$ cat src/rtl/fft8_bin_serializer_if.sv
// Valid/ready bundle for the FFT bin serializer: parallel frame in, serial bins out.
interface fft8_bin_serializer_if #(
    parameter int DATA_W = 16,
    parameter int N      = 8
);
    logic                  in_valid;
    logic                  in_ready;
    logic [N*DATA_W-1:0]   in_real;
    logic [N*DATA_W-1:0]   in_im;
    logic                  out_valid;
    logic                  out_ready;
    logic [DATA_W-1:0]     out_real;
    logic [DATA_W-1:0]     out_im;
    logic [2:0]            out_index;
    logic                  out_last;

    // Driver side: supplies frames, consumes bins.
    modport master (
        output in_valid, in_real, in_im, out_ready,
        input  in_ready, out_valid, out_real, out_im, out_index, out_last
    );

    // Serializer side.
    modport slave (
        input  in_valid, in_real, in_im, out_ready,
        output in_ready, out_valid, out_real, out_im, out_index, out_last
    );
endinterface

$ cat src/rtl/fft8_bin_serializer.sv
// Captures an 8-point FFT frame into one of two banks and streams the bins
// out one per cycle, optionally undoing the FFT's bit-reversed ordering.
module fft8_bin_serializer #(
    parameter int DATA_W      = 16,
    parameter int N           = 8,
    parameter bit BIT_REVERSE = 1'b1
) (
    input  logic                    clk,
    input  logic                    rst_n,
    fft8_bin_serializer_if.slave    bus,
    output logic [7:0]              frame_cnt
);

    localparam logic [2:0] LAST_IDX = 3'(N - 1);

    // Bank storage: bank b, element j.
    logic [DATA_W-1:0] bank_re [2][N];
    logic [DATA_W-1:0] bank_im [2][N];

    logic [1:0] full;
    logic [1:0] full_nxt;
    logic       wr_sel;
    logic       rd_sel;
    logic [2:0] idx;
    logic [2:0] rd_pos;
    logic       capture;
    logic       xfer;
    logic       drain_done;

    function automatic logic [2:0] bitrev3(input logic [2:0] i);
        return {i[0], i[1], i[2]};
    endfunction

    // in_ready comes only from state, so there is no path from in_valid/out_ready.
    assign bus.in_ready  = ~full[wr_sel];
    assign bus.out_valid = full[rd_sel];
    assign bus.out_index = idx;
    assign bus.out_last  = full[rd_sel] && (idx == LAST_IDX);

    assign capture    = bus.in_valid && bus.in_ready;
    assign xfer       = bus.out_valid && bus.out_ready;
    assign drain_done = xfer && (idx == LAST_IDX);

    assign rd_pos = BIT_REVERSE ? bitrev3(idx) : idx;

    // Read mux; forced to zero when nothing is buffered so reset shows clean outputs.
    assign bus.out_real = full[rd_sel] ? bank_re[rd_sel][rd_pos] : '0;
    assign bus.out_im   = full[rd_sel] ? bank_im[rd_sel][rd_pos] : '0;

    // Next bank-full flags: a drain and a capture always target different banks.
    always_comb begin
        // NOTE: default first so every path assigns full_nxt and no latch is inferred.
        full_nxt = full;
        if (drain_done) full_nxt[rd_sel] = 1'b0;
        if (capture)    full_nxt[wr_sel] = 1'b1;
    end

    // Control state: bank flags, bank pointers, bin index and drained-frame count.
    always_ff @(posedge clk or negedge rst_n) begin
        if (!rst_n) begin
            full      <= '0;
            wr_sel    <= 1'b0;
            rd_sel    <= 1'b0;
            idx       <= '0;
            frame_cnt <= '0;
        end else begin
            // NOTE: non-blocking assignments so every register samples pre-edge values.
            full <= full_nxt;
            if (capture) wr_sel <= ~wr_sel;
            if (xfer) begin
                if (idx == LAST_IDX) begin
                    idx       <= '0;
                    rd_sel    <= ~rd_sel;
                    frame_cnt <= frame_cnt + 8'd1;
                end else begin
                    idx <= idx + 3'd1;
                end
            end
        end
    end

    // Frame capture into the write bank.
    // NOTE: the banks carry no reset; the full flags decide whether their contents mean anything.
    always_ff @(posedge clk) begin
        if (capture) begin
            for (int j = 0; j < N; j++) begin
                bank_re[wr_sel][j] <= bus.in_real[j*DATA_W +: DATA_W];
                bank_im[wr_sel][j] <= bus.in_im[j*DATA_W +: DATA_W];
            end
        end
    end

endmodule

$ cat src/flat_wrapper.sv
// flat-port wrapper written by rule: the top's interface ports become plain ports
module fft8_bin_serializer_flat 
#(
    parameter int DATA_W      = 16,
    parameter int N           = 8,
    parameter bit BIT_REVERSE = 1'b1
)
  (clk, rst_n, frame_cnt, bus_in_valid, bus_in_real, bus_in_im, bus_out_ready, bus_in_ready, bus_out_valid, bus_out_real, bus_out_im, bus_out_index, bus_out_last);
  fft8_bin_serializer_if #(.DATA_W(DATA_W), .N(N)) bus_i ();
  input  logic clk;
  input  logic rst_n;
  output logic [7:0] frame_cnt;
  input wire logic [$bits(bus_i.in_valid)-1:0] bus_in_valid;
  input wire logic [$bits(bus_i.in_real)-1:0] bus_in_real;
  input wire logic [$bits(bus_i.in_im)-1:0] bus_in_im;
  input wire logic [$bits(bus_i.out_ready)-1:0] bus_out_ready;
  output wire logic [$bits(bus_i.in_ready)-1:0] bus_in_ready;
  output wire logic [$bits(bus_i.out_valid)-1:0] bus_out_valid;
  output wire logic [$bits(bus_i.out_real)-1:0] bus_out_real;
  output wire logic [$bits(bus_i.out_im)-1:0] bus_out_im;
  output wire logic [$bits(bus_i.out_index)-1:0] bus_out_index;
  output wire logic [$bits(bus_i.out_last)-1:0] bus_out_last;
  assign bus_i.in_valid = bus_in_valid;
  assign bus_i.in_real = bus_in_real;
  assign bus_i.in_im = bus_in_im;
  assign bus_i.out_ready = bus_out_ready;
  assign bus_in_ready = bus_i.in_ready;
  assign bus_out_valid = bus_i.out_valid;
  assign bus_out_real = bus_i.out_real;
  assign bus_out_im = bus_i.out_im;
  assign bus_out_index = bus_i.out_index;
  assign bus_out_last = bus_i.out_last;
  fft8_bin_serializer #(.DATA_W(DATA_W), .N(N), .BIT_REVERSE(BIT_REVERSE)) u_core (.clk(clk), .rst_n(rst_n), .bus(bus_i), .frame_cnt(frame_cnt));
endmodule
$ cat config.mk
export PLATFORM = sky130hd
export DESIGN_NAME = fft8_bin_serializer_flat
export DESIGN_NICKNAME = d
export VERILOG_FILES = /design/src/rtl/fft8_bin_serializer_if.sv /design/src/rtl/fft8_bin_serializer.sv /design/src/flat_wrapper.sv
export SDC_FILE = /design/constraint.sdc
export NUM_CORES = 1
export LEC_CHECK = 0
export CORE_MARGIN = 1
export CORE_UTILIZATION = 50
export CTS_BUF_LIST = sky130_fd_sc_hd__clkbuf_4
export DETAILED_ROUTE_END_ITERATION = 8
export PLACE_DENSITY = 0.79
export SETUP_SLACK_MARGIN = 0.02
export SLEW_MARGIN = 20
export SYNTH_ARGS = -nofsm -noshare
export SYNTH_HDL_FRONTEND = slang
export SYNTH_SLANG_ARGS = --single-unit
$ cat constraint.sdc
create_clock -name clk -period 19.55 [get_ports clk]
set_input_delay 3.91 -clock clk [delete_from_list [all_inputs] [get_ports clk]]
set_output_delay 3.91 -clock clk [all_outputs]
set_load 0.02 [all_outputs]
# After elaboration in Yosys (flattened, before gate mapping)
# Memory sizes are Yosys's and may differ from the RTL's.
# Cells that the tools add are included.
# totals
ff_bits	15
output_inout_bits	46
n_memories	2
ram_bits	512
# mem_list
name	words	word_bits	read_ports	rd_ports_with_merged_regs	write_ports	line_no	source
u_core.bank_im	2	128	1	0	1	fft8_bin_serializer.sv:18	logic [DATA_W-1:0] bank_im [2][N];
u_core.bank_re	2	128	1	0	1	fft8_bin_serializer.sv:17	logic [DATA_W-1:0] bank_re [2][N];
# op_classes
order_cmp	5
n_bitwise	7
add_sub_neg	2
n_eq_ne	1
muxes	21
n_reduce_logical	7
# ops
op	n
16-bit binary-select mux with 3-bit select	2
16-bit 2-to-1 mux	6
8-bit by 1-bit adder with 8-bit output (second input constant)	1
1-bit 2-to-1 mux	8
1-bit logical AND	6
4-bit >= comparator (second input constant)	1
1-bit by 2-bit less-than comparator with 1-bit output (second input constant)	2
2-bit 2-to-1 mux	2
3-bit NOT with 4-bit output	1
3-bit by 1-bit adder with 3-bit output (second input constant)	1
3-bit equality test (second input constant)	1
3-bit 2-to-1 mux	1
1-bit NOT	3
2-bit bitwise AND	1
1-bit demux with 1-bit select	2
1-bit >= comparator (second input constant)	2
2-bit NOT	1
2-bit bitwise OR	1
2-bit AND reduction	1

# Depth between registers and ports, before layout
# Gate-level depths: netlist of run 1.
# depth
ltp_word	9
depth_mapped	7
depth_no_buf	6

# Worst setup path before layout of run 1
# OpenSTA, ideal clock, no wires.
# synth_timing
kind	input to register
startpoint	in bus_in_valid
endpoint	mem u_core.bank_im[0][0] (netlist bit) (enable)
t_required_ns	18.309
path_slack_ns	-3.884
setup_time_ns	1.241
arrival_ns	22.192
stages	1
cell_sequence	nor3b_1
# synth_between
elab_chain_cells	3
# synth_lines
item	line_no	source
from (decl)	flat_wrapper.sv:13	input wire logic [$bits(bus_i.in_valid)-1:0] bus_in_valid;
1-bit logical AND	fft8_bin_serializer.sv:40	assign capture = bus.in_valid && bus.in_ready;
1-bit 2-to-1 mux	fft8_bin_serializer.sv:85	if (capture) begin
1-bit 2-to-1 mux (implied by the code)	fft8_bin_serializer.sv:88	bank_im[wr_sel][j] <= bus.in_im[j*DATA_W +: DATA_W];
to (decl)	fft8_bin_serializer.sv:18	
# No other way between the ends.

# Worst setup path in the final report of run 1
# layout_timing
startpoint	reg u_core.rd_sel
endpoint	out bus_out_im[5]
# layout_between
elab_chain_cells	5
elab_cells_between_ends	7
classes_between	6 x mux; 1 x memory
# layout_lines
item	line_no	source
from (decl)	fft8_bin_serializer.sv:23	logic rd_sel;
from (signal assigned)	fft8_bin_serializer.sv:73	rd_sel <= ~rd_sel;
memory read 2 x 128 bit	-	
16-bit binary-select mux with 3-bit select	fft8_bin_serializer.sv:48	assign bus.out_im = full[rd_sel] ? bank_im[rd_sel][rd_pos] : '0;
16-bit 2-to-1 mux (implied by the code) (2 in a row)	fft8_bin_serializer.sv:48	
16-bit 2-to-1 mux *	fft8_bin_serializer.sv:48	
to (decl)	flat_wrapper.sv:20	output wire logic [$bits(bus_i.out_im)-1:0] bus_out_im;
# Mark *: on every way between the ends. The rest lies on a longest branch, timed or not. The select of a mux whose other input is x is not followed.

==> impl_metrics.json, run 1 <==
{
  "arrival_ns": 4.46,
  "syn_nets": 1109,
  "placed_area_sq_um": 23500,
  "path_clk_slew_ns": 0.07,
  "whs_path_depth": 1,
  "core_sq_um": 39000,
  "finalHoldViolations": 0,
  "async_flop_share": 0.0285,
  "critPathLaunchType": "register",
  "mostFrequentLayoutCells": "512 x edfxtp_1, 305 x clkdlybuf4s50_1, 186 x clkbuf_4",
  "ctsHoldBuffers": 0,
  "ir_drop_v": 0.0000954,
  "worst_slew_pin_slew_ns": 1.09,
  "synth-edff-count": 512,
  "cts.path.max_buffers": 3,
  "grt_start_max_net_pins": 194,
  "multi_input_area_sq_um": 3970,
  "power_frac_seq": 0.419,
  "intPower_mw": 2.46,
  "power_leakage_nw": 8.35,
  "p_clk_frac": 0.270,
  "post-route-min-period_ns": 8.37,
  "r2r_slack_ns": 16.52,
  "drive_above_1_share": 0.262,
  "synth_cell_types": 33,
  "overflow": 0,
  "cts.sinks": 527,
  "drcViolationCount": 0,
  "skew_ns": 0.0410,
  "post-route-period-util": 0.428,
  "drtIter0Drc": 654,
  "wirelength_um": 41100,
  "top_layer": "met4",
  "routedWlPerCell_um": 22.0,
  "hp-class": "reg -> reg",
  "finalSetupViolCount": 0,
  "route.met2.wl_um": 21200,
  "htree_levels": 4,
  "cts-buffers-inserted": 136,
  "synth-seq-cells": 527,
  "combPwrFrac": 0.310,
  "yosys_warnings": 0,
  "regArea_sq_um": 15800,
  "wl_met3_um": 3300,
  "critPathKind": "reg -> out",
  "start_util": 0.511,
  "viasPerCell": 5.50,
  "net-switching-power_mw": 1.04,
  "antenna_found_initial": 3,
  "grt_pass1_vias": 11400,
  "cts_setup_buffers": 0,
  "fin_util": 0.649,
  "finalInstanceArea_sq_um": 25300,
  "gp_congestion": 0.753,
  "rsz0062_at_grt": "no",
  "fmax_mhz": 119,
  "synth_top_area_frac": 0.771,
  "cts-root-buf": "clkbuf_4",
  "drtPass1Iterations": 5,
  "dp_hpwl_um": 24800,
  "syn_area_sq_um": 19900,
  "final_nets": 1521,
  "clkLatencyLatePin_ns": 0.81,
  "maxCapViolCount": 0,
  "p_total_mw": 3.50,
  "path_max_fanout": 49,
  "finalSetupTns_ns": 0,
  "rows": 72,
  "die-area_sq_um": 40700,
  "ys_top_cells_by_area": "edfxtp_1 77%, mux4_2 14%, dfrtp_1 1.9%, mux2i_1 1.9%, a22oi_1 1.2%",
  "fp.dieH_um": 202,
  "outcome": "finished, final reports clean",
  "ioPinCount": 306,
  "setup_ws_ns": 11.18,
  "synth_area_per_cell_sq_um": 23.6,
  "dp_slack_ns": 11.86,
  "slew_viol_final": 0,
  "wl_met1_um": 15700,
  "max-slew-margin-rel": 0.269,
  "netlist_instances": 846,
  "die_w_um": 202,
  "num_vias": 10300,
  "r2r_cells": 4,
  "powerDensity_nw_per_um2": 138,
  "synth_area_leader_cell": "edfxtp_1",
  "cts.repair.resized": 0,
  "switching_share": 0.296,
  "cp.required_ns": 15.64,
  "final_common_cell": "edfxtp_1",
  "fillers": 2616,
  "end_kind": "output pin",
  "globalRouteTotalUtil": 0.208,
  "synthFlopType": "edfxtp_1",
  "area_growth_pct": 26.9,
  "port_buffers": 305,
  "ys_seq_area_frac": 0.790,
  "cts_tree": "built",
  "grt_pass1_wl_um": 62400,
  "ant_nets": 0
}
## final cells by class
| cell class | instances | share of cell area |
|---|---|---|
| tap | 518 | 0.0256 |
| clock buffer | 186 | 0.0552 |
| timing repair buffer | 317 | 0.125 |
| antenna | 4 | 0.000395 |
| multi-input combinational | 274 | 0.157 |
| inverter | 2 | 0.000593 |
| clock inverter | 37 | 0.0133 |
| sequential | 527 | 0.623 |
## layer usage
metal / GRT usage / vias to the layer above
met5: 0 / -
met4: 0.0866 / 0
met3: 0.0679 / 70
met2: 0.343 / 426
met1: 0.252 / 5227
li1: - / 4536
## power groups by stage
stage / Combinational, mW / Sequential (mW) / Clock (mW)
6_report: 1.09 / 1.47 / 0.945
5_1_grt: 1.16 / 1.48 / 1.03
4_1_cts: 1.10 / 1.47 / 0.979
3_5_place_dp: 1.10 / 1.49 / 0
3_3_place_gp: 1.09 / 1.48 / 0
2_1_floorplan: 0.748 / 1.50 / 0
## final timing paths
check,start,to
worst max-delay path,u_core.rd_sel,bus_out_im[5]
worst min-delay path,u_core.frame_cnt[7],u_core.frame_cnt[7]
worst max register to register,u_core.wr_sel,u_core.bank_im[0][127]
worst min register to register,u_core.frame_cnt[7],u_core.frame_cnt[7]
max in group asynchronous,rst_n,u_core.bus.out_index[2]
min in group asynchronous,rst_n,u_core.frame_cnt[7]
## state kept, by name, indices dropped and copies added (netlist names)
name and flops:
u_core.bus.out_index 3, u_core.frame_cnt 8, u_core.bank_re 256, u_core.wr_sel 1
u_core.full 2, u_core.bank_im 256, u_core.rd_sel 1
## cell usage after synthesis (4+ instances only)
cell,count
nand2_1,7
mux4_2,126
nand3_1,5
xnor2_1,5
buf_4,4
buf_2,6
edfxtp_1,512
dfrtp_1,15
mux2i_1,37
buf_1,8
o21ai_1,31
clkbuf_1,17
a22oi_1,31
buf_6,7
## cell families after synthesis
family / after synthesis / synth area share
compound gates: 66 / 0.0208
xor+xnor: 8 / 0.00351
fa+ha+maj: 3 / 0.00188
buf+inv: 45 / 0.0123
flops: 527 / 0.790
mux: 167 / 0.163
simple gates: 30 / 0.00835
## critical path: stages (launching register included)
cell	delay, ns
dfrtp_4	0.42
buf_4	0.76
buf_4	0.83
mux4_2	0.60
a22oi_1	0.26
o21ai_1	0.13
clkdlybuf4s50_1	0.59
## through the flow
| step | std cells | hold slack, ns |
|---|---|---|
| floorplan | 846 | 0.494 |
| global placement | 1637 | 0.465 |
| detailed placement | 1637 | 0.469 |
| CTS | 1860 | 0.482 |
| global route | 1863 | 0.496 |
| finish | 1865 | 0.479 |
Note: power is estimated with default switching activity, not from simulation.
==> inputs of run 2 (changes only) <==
Settings changed: CORE_UTILIZATION 50 to 56, PLACE_DENSITY 0.79 to 0.83.
Clock period 19.55 ns to 7.95 ns, I/O delays scaled along.
==> impl_metrics.json, run 2 (synthesized netlist as in run 1, its figures left out) <==
{
  "hp-class": "reg -> reg",
  "finalHoldViolations": 0,
  "ir_drop_v": 0.000306,
  "end_kind": "output pin",
  "cts.sinks": 527,
  "worst_slew_pin_slew_ns": 1.05,
  "critPathKind": "reg -> out",
  "viasPerCell": 5.71,
  "start_util": 0.573,
  "cts-buffers-inserted": 135,
  "path_max_fanout": 51,
  "rows": 68,
  "path_clk_slew_ns": 0.07,
  "skew_ns": 0.0363,
  "finalSetupTns_ns": 0,
  "grt_pass1_wl_um": 62000,
  "die_w_um": 191,
  "drtIter0Drc": 682,
  "drcViolationCount": 0,
  "post-route-min-period_ns": 5.94,
  "max-slew-margin-rel": 0.301,
  "drtPass1Iterations": 5,
  "powerDensity_nw_per_um2": 339,
  "maxCapViolCount": 0,
  "drive_above_1_share": 0.264,
  "slew_viol_final": 0,
  "overflow": 0,
  "globalRouteTotalUtil": 0.233,
  "area_growth_pct": 26.4,
  "die-area_sq_um": 36400,
  "cts_setup_buffers": 0,
  "fmax_mhz": 168,
  "port_buffers": 305,
  "final_nets": 1521,
  "cts.path.max_buffers": 3,
  "finalSetupViolCount": 0,
  "ctsHoldBuffers": 0,
  "critPathLaunchType": "register",
  "grt_pass1_vias": 11200,
  "htree_levels": 4,
  "fin_util": 0.724,
  "post-route-period-util": 0.747,
  "final_common_cell": "edfxtp_1",
  "power_leakage_nw": 8.34,
  "ant_nets": 0,
  "reg_top3": "u_core.bank_im (256), u_core.bank_re (256), u_core.frame_cnt (8)",
  "routedWlPerCell_um": 22.8,
  "mostFrequentLayoutCells": "512 x edfxtp_1, 305 x clkdlybuf4s50_1, 188 x clkbuf_4",
  "gp_congestion": 0.758,
  "cts_tree": "built",
  "cts-root-buf": "clkbuf_4",
  "clkLatencyLatePin_ns": 0.76,
  "outcome": "finished, final reports clean",
  "dp_hpwl_um": 26200,
  "arrival_ns": 4.35,
  "grt_start_max_net_pins": 139,
  "antenna_found_initial": 8,
  "core_sq_um": 34800,
  "cts.repair.resized": 0,
  "fp.dieH_um": 191,
  "num_vias": 10300,
  "fin_hold_ws_ns": 0.485,
  "rsz0062_at_grt": "no",
  "cp.required_ns": 6.36,
  "wirelength_um": 41300,
  "ioPinCount": 306
}
-- run 2: per-stage QoR --
step	area, sq um	setup slack (ns)	total power [mW]	std cells
4_1_cts	25200	1.85	8.65	1805
3_5_place_dp	23500	2.71	6.39	1576
2_1_floorplan	20000	-0.591	5.51	846
3_3_place_gp	23500	2.74	6.33	1576
5_1_grt	25200	1.71	8.94	1809
6_report	25200	2.01	8.54	1812
-- run 2: critical path, cell delays in order (launching register included) --
cell,delay [ns]
dfrtp_4,1.08
mux2i_2,0.30
nor3b_4,0.81
buf_4,0.44
a22oi_1,0.14
o21ai_1,0.13
clkdlybuf4s50_1,0.67
-- run 2: per-layer routing --
metal | share of wire | track usage | vias to the layer above
met3 | 0.089 | 0.0819 | 79
met2 | 0.52 | 0.388 | 457
met5 | 0.00082 | 0 | -
li1 | - | - | 4542
met1 | 0.37 | 0.277 | 5267
met4 | 0.023 | 0.0963 | 4
-- run 2: final cells by class --
class / count / area, sq um
antenna: 7 / 17.5
clock buffer: 188 / 1410
inverter: 2 / 15.0
fill: 2025 / 9600
sequential: 527 / 15800
multi-input combinational: 274 / 3970
clock inverter: 41 / 283
timing repair buffer: 318 / 3180
tap: 455 / 569
-- run 2: power by group --
group / switching (mW) / total [mW] / leakage [nW] / internal (mW)
Combinational: 1.30 / 2.62 / 2.50 / 1.32
Sequential: 0.246 / 3.68 / 4.84 / 3.43
Clock: 1.02 / 2.24 / 1.01 / 1.22
Total: 2.57 / 8.54 / 8.34 / 5.97
-- run 2: final timing paths --
check,start,endpoint,slack (ns),cells after the start
max reg2reg,u_core.full[1],u_core.bank_re[1][30],5.31,3
max in group asynchronous,rst_n,u_core.rd_sel,6.21,1
min,u_core.frame_cnt[7],u_core.frame_cnt[7],0.48,1
min in group asynchronous,rst_n,u_core.frame_cnt[0],1.23,1
max,u_core.rd_sel,bus_out_real[5],2.01,6
min reg2reg,u_core.frame_cnt[7],u_core.frame_cnt[7],0.48,1
